File: config.mk
export PLATFORM = sky130hd
export DESIGN_NAME = nmi_router
export DESIGN_NICKNAME = d
export VERILOG_FILES = /design/src/rtl/nmi_pkg.sv /design/src/rtl/nmi_addr_dec.sv /design/src/rtl/nmi_router.sv
export SDC_FILE = /design/constraint.sdc
export NUM_CORES = 1
export LEC_CHECK = 0
export CORE_AREA = 2 2 137 139
export CTS_CLUSTER_DIAMETER = 120
export DETAILED_ROUTE_END_ITERATION = 12
export DIE_AREA = 0 0 139 141
export GPL_TIMING_DRIVEN = 1
export PLACE_DENSITY_LB_ADDON = 0.05
export SLEW_MARGIN = 20
export SYNTH_ARGS = -nofsm -noshare
export SYNTH_HDL_FRONTEND = slang
export SYNTH_SLANG_ARGS = --single-unit
File: constraint.sdc
create_clock -name clk_i -period 3.1 [get_ports clk_i]
set_input_delay 0.62 -clock clk_i [delete_from_list [all_inputs] [get_ports clk_i]]
set_output_delay 0.62 -clock clk_i [all_outputs]
set_load 0.02 [all_outputs]
File: src/rtl/nmi_pkg.sv
// Shared types and constants for the NMI address router.
// State encoding and error codes used by nmi_router and its decoder.
package nmi_pkg;

  typedef enum logic [1:0] {
    IDLE,
    FWD,
    RESP,
    ERR
  } nmi_rt_state_e;

  localparam logic [1:0] ERR_NONE  = 2'd0;
  localparam logic [1:0] ERR_UNMAP = 2'd1;
  localparam logic [1:0] ERR_TMO   = 2'd2;

endpackage

File: src/rtl/nmi_addr_dec.sv
// Combinational base/mask address decoder for the NMI router.
// Produces a one-hot slave select; on overlapping windows the lowest index wins.
module nmi_addr_dec
  import nmi_pkg::*;
#(
  parameter int unsigned        NSLV     = 4,
  parameter int unsigned        AW       = 32,
  parameter logic [NSLV*AW-1:0] SLV_BASE = '0,
  parameter logic [NSLV*AW-1:0] SLV_MASK = '0
) (
  input  logic [AW-1:0]   i_addr,
  output logic [NSLV-1:0] o_sel,
  output logic            o_hit
);

  always_comb begin
    o_sel = '0;
    o_hit = 1'b0;
    for (int unsigned i = 0; i < NSLV; i++) begin
      if (!o_hit && ((i_addr & SLV_MASK[i*AW +: AW]) == SLV_BASE[i*AW +: AW])) begin
        o_sel[i] = 1'b1;
        o_hit    = 1'b1;
      end
    end
  end

endmodule

File: src/rtl/nmi_router.sv
// 1-to-NSLV native-memory-interface router with base/mask decode,
// per-transaction timeout watchdog and sticky first-error capture with IRQ.
module nmi_router
  import nmi_pkg::*;
#(
  parameter int unsigned        NSLV        = 4,
  parameter int unsigned        AW          = 32,
  parameter int unsigned        DW          = 32,
  parameter logic [NSLV*AW-1:0] SLV_BASE    = '0,
  parameter logic [NSLV*AW-1:0] SLV_MASK    = '0,
  parameter int unsigned        TIMEOUT_CYC = 1024,
  parameter logic [DW-1:0]      ERR_RDATA   = 32'hDEAD_BEEF
) (
  input  logic                 clk_i,
  input  logic                 rst_n_i,
  input  logic                 mstr_valid_i,
  input  logic [AW-1:0]        mstr_addr_i,
  input  logic [DW-1:0]        mstr_wdata_i,
  input  logic [DW/8-1:0]      mstr_wstrb_i,
  output logic [DW-1:0]        mstr_rdata_o,
  output logic                 mstr_ready_o,
  output logic [NSLV-1:0]      slv_valid_o,
  output logic [AW-1:0]        slv_addr_o,
  output logic [DW-1:0]        slv_wdata_o,
  output logic [DW/8-1:0]      slv_wstrb_o,
  input  logic [NSLV*DW-1:0]   slv_rdata_i,
  input  logic [NSLV-1:0]      slv_ready_i,
  output logic                 err_irq_o,
  output logic [AW-1:0]        err_addr_o,
  output logic [1:0]           err_code_o,
  input  logic                 err_clr_i
);

  localparam int unsigned    SW      = DW / 8;
  localparam int unsigned    CW      = (TIMEOUT_CYC > 0) ? $clog2(TIMEOUT_CYC + 1) : 1;
  localparam logic [CW-1:0]  TMO_VAL = CW'(TIMEOUT_CYC);

  nmi_rt_state_e   r_state;
  logic [NSLV-1:0] r_slv_valid;
  logic [AW-1:0]   r_slv_addr;
  logic [DW-1:0]   r_slv_wdata;
  logic [SW-1:0]   r_slv_wstrb;
  logic [DW-1:0]   r_rdata;
  logic [DW-1:0]   r_mstr_rdata;
  logic            r_mstr_ready;
  logic [CW-1:0]   r_cnt;
  logic            r_err_irq;
  logic [AW-1:0]   r_err_addr;
  logic [1:0]      r_err_code;

  logic [NSLV-1:0] w_dec_sel;
  logic            w_dec_hit;
  logic [DW-1:0]   w_slv_rdata;
  logic            w_slv_ready;
  logic [CW-1:0]   w_cnt_inc;
  logic            w_tmo;
  logic            w_accept;
  logic            w_err_unmap;
  logic            w_err_tmo;

  nmi_addr_dec #(
    .NSLV     (NSLV),
    .AW       (AW),
    .SLV_BASE (SLV_BASE),
    .SLV_MASK (SLV_MASK)
  ) u_dec (
    .i_addr (mstr_addr_i),
    .o_sel  (w_dec_sel),
    .o_hit  (w_dec_hit)
  );

  // In FWD the valid vector doubles as the latched one-hot select.
  always_comb begin
    w_slv_rdata = '0;
    for (int unsigned i = 0; i < NSLV; i++) begin
      if (r_slv_valid[i]) w_slv_rdata |= slv_rdata_i[i*DW +: DW];
    end
  end

  assign w_slv_ready = |(slv_ready_i & r_slv_valid);
  assign w_cnt_inc   = (r_cnt == '1) ? r_cnt : r_cnt + CW'(1);
  assign w_tmo       = (TIMEOUT_CYC != 0) && (w_cnt_inc == TMO_VAL);
  // The cycle that shows mstr_ready_o still carries the old request's valid.
  assign w_accept    = (r_state == IDLE) && mstr_valid_i && !r_mstr_ready;
  assign w_err_unmap = w_accept && !w_dec_hit;
  assign w_err_tmo   = (r_state == FWD) && !w_slv_ready && w_tmo;

  always_ff @(posedge clk_i or negedge rst_n_i) begin
    if (!rst_n_i) begin
      r_state      <= IDLE;
      r_slv_valid  <= '0;
      r_slv_addr   <= '0;
      r_slv_wdata  <= '0;
      r_slv_wstrb  <= '0;
      r_rdata      <= '0;
      r_mstr_rdata <= '0;
      r_mstr_ready <= 1'b0;
      r_cnt        <= '0;
    end else begin
      r_mstr_ready <= 1'b0;
      r_mstr_rdata <= '0;
      case (r_state)
        IDLE: begin
          if (w_accept) begin
            r_slv_addr  <= mstr_addr_i;
            r_slv_wdata <= mstr_wdata_i;
            r_slv_wstrb <= mstr_wstrb_i;
            if (w_dec_hit) begin
              r_slv_valid <= w_dec_sel;
              r_cnt       <= '0;
              r_state     <= FWD;
            end else begin
              r_state <= ERR;
            end
          end
        end
        FWD: begin
          if (w_slv_ready) begin
            r_rdata     <= (r_slv_wstrb == '0) ? w_slv_rdata : '0;
            r_slv_valid <= '0;
            r_state     <= RESP;
          end else if (w_tmo) begin
            r_slv_valid <= '0;
            r_state     <= ERR;
          end else begin
            r_cnt <= w_cnt_inc;
          end
        end
        RESP: begin
          r_mstr_ready <= 1'b1;
          r_mstr_rdata <= r_rdata;
          r_state      <= IDLE;
        end
        ERR: begin
          r_mstr_ready <= 1'b1;
          r_mstr_rdata <= ERR_RDATA;
          r_state      <= IDLE;
        end
        default: r_state <= IDLE;
      endcase
    end
  end

  // First error is sticky; a clear coinciding with a new error keeps the new one.
  always_ff @(posedge clk_i or negedge rst_n_i) begin
    if (!rst_n_i) begin
      r_err_irq  <= 1'b0;
      r_err_addr <= '0;
      r_err_code <= ERR_NONE;
    end else if ((w_err_unmap || w_err_tmo) && ((r_err_code == ERR_NONE) || err_clr_i)) begin
      r_err_irq  <= 1'b1;
      r_err_addr <= w_err_unmap ? mstr_addr_i : r_slv_addr;
      r_err_code <= w_err_unmap ? ERR_UNMAP : ERR_TMO;
    end else if (err_clr_i) begin
      r_err_irq  <= 1'b0;
      r_err_code <= ERR_NONE;
    end
  end

  assign mstr_rdata_o = r_mstr_rdata;
  assign mstr_ready_o = r_mstr_ready;
  assign slv_valid_o  = r_slv_valid;
  assign slv_addr_o   = r_slv_addr;
  assign slv_wdata_o  = r_slv_wdata;
  assign slv_wstrb_o  = r_slv_wstrb;
  assign err_irq_o    = r_err_irq;
  assign err_addr_o   = r_err_addr;
  assign err_code_o   = r_err_code;

endmodule
# == Word-level counts from Yosys, hierarchy flattened ==
# Cells that the tools add are included.
# classes
n_addsub,1
n_reduce_logical,20
bitwise,4
mux,24
n_eq_ne,9
# ops
operator,count
$mux 32,5
$or 32x32->32,3
$pmux 32 s2,1
$mux 11,4
$eq 11x11->1 const B,2
$pmux 11 s2,1
$mux 4,3
$add 11x1->11 const B,1
$mux 2,5
$pmux 4 s2,1
$ne 2x2->1 const B,3
$pmux 2 s3,1
$reduce_and 2->1,3
$logic_and 1x1->1,5
$and 4x4->4,1
$eq 2x2->1 const B,2
$logic_not 2->1,2
$logic_not 4->1,1
$reduce_and 4->1,1
$reduce_bool 2->1,2
$reduce_or 4->1,1
$mux 1,3
$ne 3x3->1 const B,1
$reduce_and 3->1,1
other kinds (4),5
# totals
in_bits,204
register_bits,185
output_inout_bits,140
word_cells,70

# == Depth between registers and ports, before layout ==
# depth
ltp_word,8
mapped_depth,9

# == By module ==
# From an unflattened synthesis, not the netlist that was laid out.
# hier_totals
hier_cells,825
hier_area_um2,8299.2
# modules_own_cells
module,area_each_um2,seq_area_each_um2,instances,cells_per_inst
nmi_router,8254.2,4629.4,1,818
nmi_addr_dec,45.0,0.0,1,7

# == Least setup slack after synthesis ==
# Ideal clock, no wire load.
# synth_path
path_kind,register to register
start,reg r_cnt[0]
end,"reg r_err_addr[10], in the netlist err_addr_o[10]"
period_less_slack_ps,2381
t_arrival_ps,2256
stages_incl_launch_ff,9
path_slack_ps,719
setup_time_ps,125
required_ps,2975
path_cell_list,dfrtp_1 ha_1 nand3_1 a311oi_2 a22oi_1 a211oi_4 nand4_4 buf_6 mux2_4
# synth_between
elab_chain_len,5
elab_cells_between_ends,6
cone_classes,add/sub (1); eq/ne (2); mux (1); reduce/logical (2)
# synth_rtl
element,line_no,text
start: declaration,nmi_router.sv:46,logic [CW-1:0] r_cnt;
start signal: assignment,nmi_router.sv:126,r_cnt <= w_cnt_inc;
$add 11x1->11 or $eq 11x11->1 (tied branches),nmi_router.sv:81,assign w_cnt_inc = (r_cnt == '1) ? r_cnt : r_cnt + CW'(1);
$mux 11 (*),nmi_router.sv:81,
$eq 11x11->1 (*),nmi_router.sv:82,assign w_tmo = (TIMEOUT_CYC != 0) && (w_cnt_inc == TMO_VAL);
$logic_and 1x1->1 (*),nmi_router.sv:86,assign w_err_tmo = (r_state == FWD) && !w_slv_ready && w_tmo;
$logic_and 1x1->1 (*),nmi_router.sv:150,end else if ((w_err_unmap || w_err_tmo) && ((r_err_code == ERR_NONE) || err_clr_i)) begin
end signal: assignment,nmi_router.sv:152,r_err_addr <= w_err_unmap ? mstr_addr_i : r_slv_addr;
end: declaration,nmi_router.sv:48,logic [AW-1:0] r_err_addr;
# Mark *: on every way between the ends. The rest lies on a longest branch, timed or not.
# A chain may end at the register's enable or synchronous reset.

# == Worst setup path after layout ==
# layout_path
start,reg r_cnt[0]
end,"reg r_err_addr[0], in the netlist err_addr_o[0]"
# The elaborated chain is that of the path after synthesis.

==> flow_summary_export.csv <==
group,metric,value,unit
status,status,"finished, final reports clean",
pwr,power,8.917,mW
floorplanning,start_util,39.06,%
synthesis,yosys_warnings,0,
clock_tree,cts_setup_buffers,0,
finish,layout-drive-gt1-share,10.77,%
global_routing,grt_start_max_net_pins,76,
clock_tree,clk_path_buf_depth,2,
critical_path,cp_max_fo,32,
global_routing,gr-total-overflow,0,
synthesis,ys_seq_elements,180,
clock_tree,clk_latency,0.43,ns
clock_tree,holdBufCountCts,0,
global_routing,grt_pass1_wl,29300,um
finish,final_common_cell,"clkdlybuf4s50_1",
critical_path,start_kind,"flop",
timing,tightest_slew,0.7145,ns
placement,globalplace.congestion,0.7666,
routing,drtAntennaViolNets,0,
synthesis,ys_seq_area_share,63.12,%
timing,max-slew-margin-rel,52.37,%
critical_path,path_class,"flop to flop",
routing,totalWireLength,18010,um
timing,drv_slew,0,
pwr,p_leak,4.968,nW
synthesis,synthDistinctLibCells,51,
timing,min_period_over_period,91.06,%
routing,first_pass_iters,4,
clock_tree,cts_resized,0,
clock_tree,clkTransAtPathRegs,0.07,ns
clock_tree,clockRootBuffer,"clkbuf_16",
pwr,internal_power,5.692,mW
timing,fin_crit,2.823,ns
pwr,seqPwrFrac,39.0,%
synthesis,synthesis.area,7136,um2
clock_tree,cts_made_buffers,17,
placement,post-dp-hpwl,12280,um
global_routing,antenna_found_initial,0,
floorplanning,core_area,18270,um2
routing,viasPerCell,4.823,
timing,clock.fmax,354.2,MHz
min_path,hp-class,"input port to asynchronous set/reset pin",
placement,placed_area,9793,um2
pwr,pwr-share-comb,36.6,%
critical_path,cpPeakStageDelay,0.52,ns
finish,nFillCells,1551,
critical_path,end_kind,"flop",
finish,n_antenna_cell,0,
floorplanning,rows,50,
critical_path,cp_slowest_cell,"buf_4",
timing,tns,0,ns
placement,port_buffers,240,
floorplanning,ios,344,
synthesis,synthCells,624,
pwr,p_clk_share,24.3,%
finish,register_area,4504,um2
timing,hold_violations,0,
floorplanning,die_w,139,um
pwr,vdd_drop_max,0.5868,mV
routing,vias,5339,
timing,setup_slack,0.2771,ns
pwr,power.switching,3.225,mW
pwr,powerDensity,857.9,nW/um2
finish,multi_input_area,2427,um2
finish,design_area,10390,um2
synthesis,synthArstFlopShare,100.0,%
timing,setup_violations,0,
global_routing,grt_pass1_vias,5491,
global_routing,track_usage,18.79,%
critical_path,critPathArrivalTime,3.13,ns
floorplanning,die_h,141,um
routing,drc,0,
timing,rsz0062_at_grt,"false",
synthesis,synthFlopType,"dfrtp_1",
timing,fin_skew,0.01471,ns
routing,dr.first_iter.drc_count,216,
synthesis,syn_area_per_cell,11.44,um2
clock_tree,cts_tree,"yes",
floorplanning,die_area,19600,um2
pwr,switching_share,36.16,%
finish,final_cell_mix,"239 x clkdlybuf4s50_1, 220 x nand2_1, 180 x dfrtp_1",
critical_path,critical_path.cell_chain,"ha_1, and2_1, nand3_1, o211a_1, o221a_4, nand4_4, buf_4, mux2_2",
synthesis,synth_edf_count,0,
clock_tree,h-tree-depth,4,
routing,detail_route.wl_per_cell,16.27,um
critical_path,ff2ff_path_depth,8,
job,max-cap-violations,0,
finish,syn2layout_area_growth,45.66,%
clock_tree,cts_sinks,180,
critical_path,required,3.40,ns
placement,place_ws,0.2782,ns
finish,finish.utilization,56.90,%
finish,nets,1065,
==> stage by stage <==
step	hold slack [ns]	instances
6_report	0.2110	1107
5_1_grt	0.2722	1107
4_1_cts	0.2498	1107
3_5_place_dp	0.4615	1075
3_3_place_gp	0.4570	1075
2_1_floorplan	0.3244	627
==> sequential cells by signal (all words and copies together), names as in the netlist <==
name          count
r_rdata          32
r_cnt            11
slv_wdata_o      32
r_state           2
mstr_rdata_o     32
slv_wstrb_o       4
err_irq_o         1
mstr_ready_o      1
slv_addr_o       32
err_addr_o       32
slv_valid_o       1
==> final cells by class <==
type | instances | share of cell area [%]
well taps | 234 | 2.817
flip-flops and latches | 180 | 43.34
clock inverters | 14 | 1.553
multi-input cells | 403 | 23.35
inverters | 2 | 0.07223
clock buffers | 18 | 4.225
repair buffers | 256 | 24.64
==> routing by layer <==
layer	vias to the layer above	part of all wire, %	track usage [%]	routed length, um
li1	2532	-	-	-
met1	2607	45	24.78	8019
met2	187	46	29.09	8223
met3	13	8.5	7.269	1525
met4	0	1.3	5.423	242
met5	-	0	0	0
==> path summary, 6_finish.rpt <==
| path | start | to | slack (ns) |
|---|---|---|---|
| min in group clk_i | slv_wdata_o[30]$_DFFE_PN0P_ | slv_wdata_o[30]$_DFFE_PN0P_ | 0.47 |
| max reg2reg | r_cnt[0]$_DFFE_PN0P_ | err_addr_o[0]$_DFFE_PN0P_ | 0.28 |
| max | r_cnt[0]$_DFFE_PN0P_ | err_addr_o[0]$_DFFE_PN0P_ | 0.28 |
| max in group asynchronous | rst_n_i | err_addr_o[1]$_DFFE_PN0P_ | 2.04 |
| min reg2reg | slv_wdata_o[30]$_DFFE_PN0P_ | slv_wdata_o[30]$_DFFE_PN0P_ | 0.47 |
| min | rst_n_i | slv_addr_o[27]$_DFFE_PN0P_ | 0.21 |
==> synthesized netlist by cell type (2+ instances only) <==
cell | number | area (um2)
mux2_2 | 2 | 22.52
clkbuf_1 | 24 | 90.09
nand2b_1 | 2 | 12.51
a21oi_1 | 10 | 50.05
a311oi_2 | 2 | 30.03
nor3_1 | 6 | 30.03
o21ai_0 | 6 | 30.03
inv_1 | 2 | 7.510
o21a_1 | 24 | 180.2
xnor2_1 | 2 | 17.52
mux2_4 | 30 | 450.4
buf_6 | 4 | 45.04
nand2_1 | 220 | 825.8
nor2_1 | 11 | 41.29
buf_4 | 7 | 52.55
dfrtp_1 | 180 | 4504
nand4_1 | 2 | 12.51
nand3_1 | 7 | 35.03
a211oi_1 | 2 | 15.01
nor2b_1 | 4 | 25.02
and2_1 | 10 | 62.56
buf_1 | 5 | 18.77
buf_2 | 2 | 10.01
a22o_1 | 33 | 289.0
==> kinds of logic after synthesis <==
| group | synth area share, % |
|---|---|
| fa+ha+maj | 0.1753 |
| flops | 63.12 |
| simple gates | 16.15 |
| other cells | 0.05255 |
| compound gates | 10.07 |
| xor+xnor | 0.3683 |
| buf+inv | 3.139 |
| mux | 6.926 |
==> worst max-delay path, delay by kind of cell, from the launching register on <==
kind,cells,cell delay [ns]
adder cells (fa/ha/maj),1,0.31
AND/OR/NAND/NOR,3,0.41
buffers and inverters,1,0.52
multiplexers,1,0.40
flip-flops,1,0.46
AO/OA/AOI/OAI,2,0.58
==> power groups by stage <==
stage          clock [mW]  combinational (mW)  sequential [mW]
2_1_floorplan           0                1.11             4.05
3_3_place_gp            0                3.26             3.48
3_5_place_dp            0                3.30             3.52
4_1_cts              2.24                3.31             3.48
5_1_grt              2.34                3.53             3.57
6_report             2.17                3.27             3.48
Note: power is estimated with default switching activity, not from simulation.
